**config.mk**
```make
export PLATFORM = sky130hd
export DESIGN_NAME = dft_frame_collector
export DESIGN_NICKNAME = d
export VERILOG_FILES = /design/src/rtl/dft_pkg.sv /design/src/rtl/dft_frame_bank.sv /design/src/rtl/dft_frame_collector.sv
export SDC_FILE = /design/constraint.sdc
export NUM_CORES = 2
export LEC_CHECK = 0
export ABC_AREA = 1
export ABC_CLOCK_PERIOD_IN_PS = 8650
export BUFFER_PORTS_ARGS = -buffer_cell sky130_fd_sc_hd__buf_4
export CAP_MARGIN = 40
export CORE_ASPECT_RATIO = 0.9
export CORE_UTILIZATION = 34
export CTS_BUF_LIST = sky130_fd_sc_hd__clkbuf_16
export DETAILED_ROUTE_END_ITERATION = 8
export GPL_TIMING_DRIVEN = 0
export MAX_ROUTING_LAYER = met4
export PLACE_DENSITY = 0.57
export SLEW_MARGIN = 20
export SYNTH_ARGS = -nofsm -noshare
export SYNTH_HDL_FRONTEND = slang
export SYNTH_SLANG_ARGS = --single-unit
```
**constraint.sdc**
```tcl
create_clock -name clk -period 8.65 [get_ports clk]
set_input_delay 1.73 -clock clk [delete_from_list [all_inputs] [get_ports clk]]
set_output_delay 1.73 -clock clk [all_outputs]
set_load 0.005 [all_outputs]
```
**src/rtl/dft_pkg.sv**
```systemverilog
// Shared types and default sizing for the DFT frame collector.
// Both FSMs import their state encodings from here so the top and any bench agree on them.
package dft_pkg;

   localparam int DEF_LANE_W = 16;
   localparam int DEF_BEATS  = 16;

   typedef enum logic [1:0] {
      C_IDLE = 2'd0,
      C_FILL = 2'd1,
      C_DROP = 2'd2
   } cap_state_t;

   typedef enum logic {
      D_IDLE = 1'b0,
      D_SEND = 1'b1
   } drn_state_t;

endpackage

```
**src/rtl/dft_frame_bank.sv**
```systemverilog
// One frame bank: written a whole beat (four lanes) at a time, read back one lane word at a time.
// The storage has no reset; the owner's full flag says whether the contents mean anything.
module dft_frame_bank #(
   parameter int LANE_W = 16,
   parameter int BEATS  = 16
) (
   input  logic                          clk,
   input  logic                          we,
   input  logic [$clog2(BEATS)-1:0]      waddr,
   input  logic [3:0][LANE_W-1:0]        wdata,
   input  logic [$clog2(BEATS)+1:0]      raddr,
   output logic [LANE_W-1:0]             rdata
);

   logic [3:0][LANE_W-1:0] mem [BEATS];

   always_ff @(posedge clk) begin
      if (we) begin
         mem[waddr] <= wdata;
      end
   end

   // Word address: upper bits select the beat, the low two bits select lane Y0..Y3.
   assign rdata = mem[raddr[$clog2(BEATS)+1:2]][raddr[1:0]];

endmodule

```
**src/rtl/dft_frame_collector.sv**
```systemverilog
// Collects DFT output frames into ping-pong banks and serializes them onto a valid/ready stream.
// Frames that arrive while both banks are occupied are dropped and flagged as overflow.
module dft_frame_collector
   import dft_pkg::*;
#(
   parameter int LANE_W = DEF_LANE_W,
   parameter int BEATS  = DEF_BEATS
) (
   input  logic              clk,
   input  logic              rst,
   input  logic              next_out,
   input  logic [LANE_W-1:0] Y0,
   input  logic [LANE_W-1:0] Y1,
   input  logic [LANE_W-1:0] Y2,
   input  logic [LANE_W-1:0] Y3,
   output logic              m_valid,
   input  logic              m_ready,
   output logic [LANE_W-1:0] m_data,
   output logic              m_last,
   output logic              overflow,
   output logic              proto_err,
   input  logic              err_clr
);

   localparam int BW = $clog2(BEATS);
   localparam int WW = BW + 2;
   localparam logic [BW-1:0] LAST_BEAT = BW'(BEATS - 1);
   localparam logic [WW-1:0] LAST_IDX  = WW'(4 * BEATS - 1);

   cap_state_t        cap_q, cap_d;
   logic [BW-1:0]     cnt_q, cnt_d;
   logic              wr_ptr_q, wr_ptr_d;
   logic              rd_ptr_q, rd_ptr_d;
   logic [1:0]        full_q, full_d;
   drn_state_t        drn_q, drn_d;
   logic [WW-1:0]     idx_q, idx_d;
   logic              m_valid_q, m_valid_d;
   logic              m_last_q, m_last_d;
   logic [LANE_W-1:0] m_data_q, m_data_d;
   logic              overflow_q, overflow_d;
   logic              proto_err_q, proto_err_d;

   logic                   we_fill;
   logic                   set_full;
   logic                   clr_full;
   logic                   ovf_set;
   logic                   perr_set;
   logic [3:0][LANE_W-1:0] wr_beat;
   logic [WW-1:0]          bank_raddr;
   logic [LANE_W-1:0]      rdata0, rdata1, rd_word;

   assign wr_beat    = {Y3, Y2, Y1, Y0};
   assign bank_raddr = (drn_q == D_SEND) ? idx_q + WW'(1) : '0;
   assign rd_word    = rd_ptr_q ? rdata1 : rdata0;

   dft_frame_bank #(.LANE_W(LANE_W), .BEATS(BEATS)) u_bank0 (
      .clk   (clk),
      .we    (we_fill & ~wr_ptr_q),
      .waddr (cnt_q),
      .wdata (wr_beat),
      .raddr (bank_raddr),
      .rdata (rdata0)
   );

   dft_frame_bank #(.LANE_W(LANE_W), .BEATS(BEATS)) u_bank1 (
      .clk   (clk),
      .we    (we_fill & wr_ptr_q),
      .waddr (cnt_q),
      .wdata (wr_beat),
      .raddr (bank_raddr),
      .rdata (rdata1)
   );

   always_comb begin
      cap_d       = cap_q;
      cnt_d       = cnt_q;
      wr_ptr_d    = wr_ptr_q;
      rd_ptr_d    = rd_ptr_q;
      drn_d       = drn_q;
      idx_d       = idx_q;
      m_valid_d   = m_valid_q;
      m_last_d    = m_last_q;
      m_data_d    = m_data_q;
      we_fill     = 1'b0;
      set_full    = 1'b0;
      clr_full    = 1'b0;
      ovf_set     = 1'b0;
      perr_set    = 1'b0;

      case (cap_q)
         C_IDLE: begin
            if (next_out) begin
               cnt_d = '0;
               if (full_q[wr_ptr_q]) begin
                  cap_d   = C_DROP;
                  ovf_set = 1'b1;
               end else begin
                  cap_d = C_FILL;
               end
            end
         end
         C_FILL: begin
            we_fill  = 1'b1;
            perr_set = next_out;
            if (cnt_q == LAST_BEAT) begin
               set_full = 1'b1;
               wr_ptr_d = ~wr_ptr_q;
               cap_d    = C_IDLE;
               cnt_d    = '0;
            end else begin
               cnt_d = cnt_q + BW'(1);
            end
         end
         C_DROP: begin
            perr_set = next_out;
            if (cnt_q == LAST_BEAT) begin
               cap_d = C_IDLE;
               cnt_d = '0;
            end else begin
               cnt_d = cnt_q + BW'(1);
            end
         end
         default: begin
            cap_d = C_IDLE;
            cnt_d = '0;
         end
      endcase

      // A bank completing this very cycle is forwarded so the first word appears one cycle later.
      case (drn_q)
         D_IDLE: begin
            if (full_q[rd_ptr_q] || (set_full && (wr_ptr_q == rd_ptr_q))) begin
               drn_d     = D_SEND;
               idx_d     = '0;
               m_valid_d = 1'b1;
               m_last_d  = 1'b0;
               m_data_d  = rd_word;
            end
         end
         D_SEND: begin
            if (m_ready) begin
               if (idx_q == LAST_IDX) begin
                  clr_full  = 1'b1;
                  rd_ptr_d  = ~rd_ptr_q;
                  drn_d     = D_IDLE;
                  idx_d     = '0;
                  m_valid_d = 1'b0;
                  m_last_d  = 1'b0;
               end else begin
                  idx_d    = idx_q + WW'(1);
                  m_data_d = rd_word;
                  m_last_d = ((idx_q + WW'(1)) == LAST_IDX);
               end
            end
         end
         default: begin
            drn_d     = D_IDLE;
            m_valid_d = 1'b0;
            m_last_d  = 1'b0;
         end
      endcase

      // A freed bank only becomes visible to capture from the next cycle on.
      full_d = full_q;
      if (set_full) begin
         full_d[wr_ptr_q] = 1'b1;
      end
      if (clr_full) begin
         full_d[rd_ptr_q] = 1'b0;
      end

      overflow_d  = (overflow_q & ~err_clr) | ovf_set;
      proto_err_d = (proto_err_q & ~err_clr) | perr_set;
   end

   always_ff @(posedge clk or posedge rst) begin
      if (rst) begin
         cap_q       <= C_IDLE;
         cnt_q       <= '0;
         wr_ptr_q    <= 1'b0;
         rd_ptr_q    <= 1'b0;
         full_q      <= '0;
         drn_q       <= D_IDLE;
         idx_q       <= '0;
         m_valid_q   <= 1'b0;
         m_last_q    <= 1'b0;
         m_data_q    <= '0;
         overflow_q  <= 1'b0;
         proto_err_q <= 1'b0;
      end else begin
         cap_q       <= cap_d;
         cnt_q       <= cnt_d;
         wr_ptr_q    <= wr_ptr_d;
         rd_ptr_q    <= rd_ptr_d;
         full_q      <= full_d;
         drn_q       <= drn_d;
         idx_q       <= idx_d;
         m_valid_q   <= m_valid_d;
         m_last_q    <= m_last_d;
         m_data_q    <= m_data_d;
         overflow_q  <= overflow_d;
         proto_err_q <= proto_err_d;
      end
   end

   assign m_valid   = m_valid_q;
   assign m_last    = m_last_q;
   assign m_data    = m_data_q;
   assign overflow  = overflow_q;
   assign proto_err = proto_err_q;

endmodule

```
==> results.txt <==
run status -> finished with violations
violated checks -> design-rule violations
kind of critical path -> reg2reg
CP Data Arrival Time -> 5450 ps
fraction of final layout cells sized beyond drive strength 1 -> 0.117
placed standard-cell area -> 94700 um2
total routing usage reported by global routing -> 0.285
power per unit of standard cell area -> 347 nW/um2
overall die area -> 255000 um2
antenna violations before repair -> 20
sequential standard cell area -> 62400 um2
power spent charging and discharging nets -> 15.5 mW
filler-free cell count of the finished design -> 11378
clock buffer count from CTS -> 210
per-instance average area after synthesis -> 11.7 um2
share of the clock period used by the worst path after layout -> 0.539
routed wire length -> 362000 um
number of port buffers -> 88
number of global-route vias before repair -> 59134
static leakage -> 37.1 nW
top-level I/O count -> 89
DPL Wire Length -> 260000 um
area of the core region -> 251000 um2
count of routing violations after the opening detailed-route iteration -> 12537
relative max-transition margin -> 0.373
Root Buffer -> sky130_fd_sc_hd__clkbuf_16
Worst Skew -> 74.5 ps
utilization after layout -> 0.403
insertion delay to the later sink of the worst-skew pair -> 880 ps
count of different cell masters after synthesis -> 25
commonest cells after routing, fill and taps aside -> sky130_fd_sc_hd__nand2_1 (2201), sky130_fd_sc_hd__edfxtp_1 (2048), sky130_fd_sc_hd__nand3_1 (1849)
area of combinational cells with multiple inputs -> 20200 um2
CTS tree -> built
critical path endpoint category -> flip-flop
layout overhead on the synthesized area -> 17.6%
antenna viol nets, final -> 0
Nets -> 7950
CP Launch Type -> flip-flop
number of slew-limit violations in the final report -> 0
Power Total -> 35.1 mW
peak supply drop -> 0.184 mV
via/cell ratio -> 5.75
post-route minimum period -> 4660 ps
Critical Path Fanout Max -> 12
synthesized flop and latch total -> 2085
part of the power in combinational logic -> 0.422
number of buffers inserted to repair setup after CTS -> 0
global placer's final weighted congestion -> 1.06
share of total power consumed by net switching -> 0.441
Seq/Total Area, Yosys -> 0.727
top cell type by total area after synthesis -> sky130_fd_sc_hd__edfxtp_1
Pint -> 19.6 mW
top-area cell type share of the netlist area -> 0.716
DR vias -> 65372
most frequent standard cell in the layout excluding fill and tap cells -> sky130_fd_sc_hd__nand2_1
area of the mapped netlist -> 85900 um2
clk sinks -> 2085
cell area after layout -> 101000 um2
Hold Fails Final Rpt -> 0
maximum level of the CTS H-tree -> 4
maximum root-to-sink buffer count -> 4
Hold Path Class -> reg2reg
Die Width -> 532 um
average wire per standard cell -> 31.8 um
Detailed Routing Iterations Pass 1 -> 9
Warnings, synthesis -> 0
number of DRC violations after detailed routing -> 36
number of placement rows -> 174
maximum clock frequency -> 215 MHz
Reg power frac -> 0.329
Mapped Cells -> 7340
initial core utilization -> 0.343
WP data required -> 9440 ps
Tightest Pin Transition -> 941 ps
clock transition time at the flip-flop clock pins of the worst setup and hold paths -> 60 ps
cts repair resizes -> 0
maxcap violations -> 0
clock share of power -> 0.249
unrepaired setup endpoints after global routing -> no
Setup-failing EPs final -> 0
Layout fillers -> 23505
wire length of the first global-routing pass -> 486000 um
total instance count after detailed placement -> 10999
global-route congestion overflow total -> 0
largest net degree at the start of global routing -> 33
syn_nets -> 7417
hold buffer count at cts -> 0
largest cells by area after synthesis -> sky130_fd_sc_hd__edfxtp_1 (72%), sky130_fd_sc_hd__nand3_1 (11%), sky130_fd_sc_hd__nand2_1 (9.6%)
die outline height -> 479 um
## worst max-delay path, cell delays in order, from the launching register on
cell and delay (ps):
sky130_fd_sc_hd__dfrtp_1 460, sky130_fd_sc_hd__ha_1 290, sky130_fd_sc_hd__nand4_1 190, sky130_fd_sc_hd__nand3_1 640, sky130_fd_sc_hd__clkbuf_2 790, sky130_fd_sc_hd__buf_2 630, sky130_fd_sc_hd__nand3_1 190, sky130_fd_sc_hd__nand3_1 150
sky130_fd_sc_hd__nand3_1 340, sky130_fd_sc_hd__nand3_1 300, sky130_fd_sc_hd__nand3_1 100, sky130_fd_sc_hd__nand2_1 80, sky130_fd_sc_hd__nand2_1 230, sky130_fd_sc_hd__nand2_1 150
## flip-flops by register name, summed over array words and instances, names as in the netlist, 2 cells and up
register	flops
full_q	2
cap_q	2
cnt_q	4
idx_q	6
u_bank0.mem	1024
m_data	16
u_bank1.mem	1024
## Yosys cell counts
cell	count
sky130_fd_sc_hd__buf_6	5
sky130_fd_sc_hd__nor3_1	7
sky130_fd_sc_hd__dfrtp_1	37
sky130_fd_sc_hd__ha_1	8
sky130_fd_sc_hd__a21oi_1	2
sky130_fd_sc_hd__nand2_1	2201
sky130_fd_sc_hd__inv_1	282
sky130_fd_sc_hd__inv_4	1
sky130_fd_sc_hd__clkinv_1	1
sky130_fd_sc_hd__nand3_1	1849
sky130_fd_sc_hd__nor2_1	37
sky130_fd_sc_hd__inv_2	2
sky130_fd_sc_hd__buf_2	281
sky130_fd_sc_hd__o22ai_1	6
sky130_fd_sc_hd__o21ai_0	12
sky130_fd_sc_hd__nor2_2	2
sky130_fd_sc_hd__nand2_2	2
sky130_fd_sc_hd__nand4_1	316
sky130_fd_sc_hd__edfxtp_1	2048
sky130_fd_sc_hd__xor2_1	4
sky130_fd_sc_hd__o221a_2	1
sky130_fd_sc_hd__clkbuf_1	164
sky130_fd_sc_hd__buf_1	43
sky130_fd_sc_hd__o21ai_2	1
sky130_fd_sc_hd__buf_4	28
## cell type report
class | count | share of cell area
diodes | 11 | 0.000272
plain buffers | 521 | 0.0243
clock buffers | 212 | 0.0525
clock inverters | 150 | 0.00988
inverters | 286 | 0.0106
multi-input cells | 4448 | 0.200
flip-flops and latches | 2085 | 0.618
well taps | 3344 | 0.0414
repair buffers | 321 | 0.0436
## per-stage QoR
stage	setup TNS, ps	hold slack [ps]	setup slack, ps
6_report	0	481	3990
5_1_grt	0	505	4050
4_1_cts	0	491	4390
3_5_place_dp	0	476	4390
3_3_place_gp	-2768790	474	-6110
2_1_floorplan	0	471	2910
## power groups by stage
stage	Clock, mW	Sequential [mW]	Combinational (mW)
6_report	8.74	11.6	14.8
3_5_place_dp	0	11.8	14.0
4_1_cts	8.71	11.6	14.0
3_3_place_gp	0	11.9	13.5
5_1_grt	9.08	11.6	15.2
2_1_floorplan	0	11.8	7.06
## final timing paths
check	start	to	slack, ps	cells after the start
max	idx_q[0]	m_data[5]	3990	13
min	m_data[2]	m_data[2]	480	2
max reg2reg	idx_q[0]	m_data[5]	3990	13
min reg2reg	m_data[2]	m_data[2]	480	2
max in group asynchronous	rst	m_data[1]	7080	3
min in group asynchronous	rst	m_data[9]	970	2
## metal layers
layer	global-route usage	wire length (um)
met1	0.380	136000
met2	0.402	151000
met3	0.0857	56700
met4	0.117	17700
met5	-	0
## logic make-up after synthesis
family / share of synthesized area
and+or+nand+nor: 0.229
DFF: 0.727
buffers and inverters: 0.0410
xor gates and xnor gates: 0.000408
adders and majority gates: 0.00117
AOI/OAI and AO/OA: 0.00149
(Power assumes the default switching activity.)
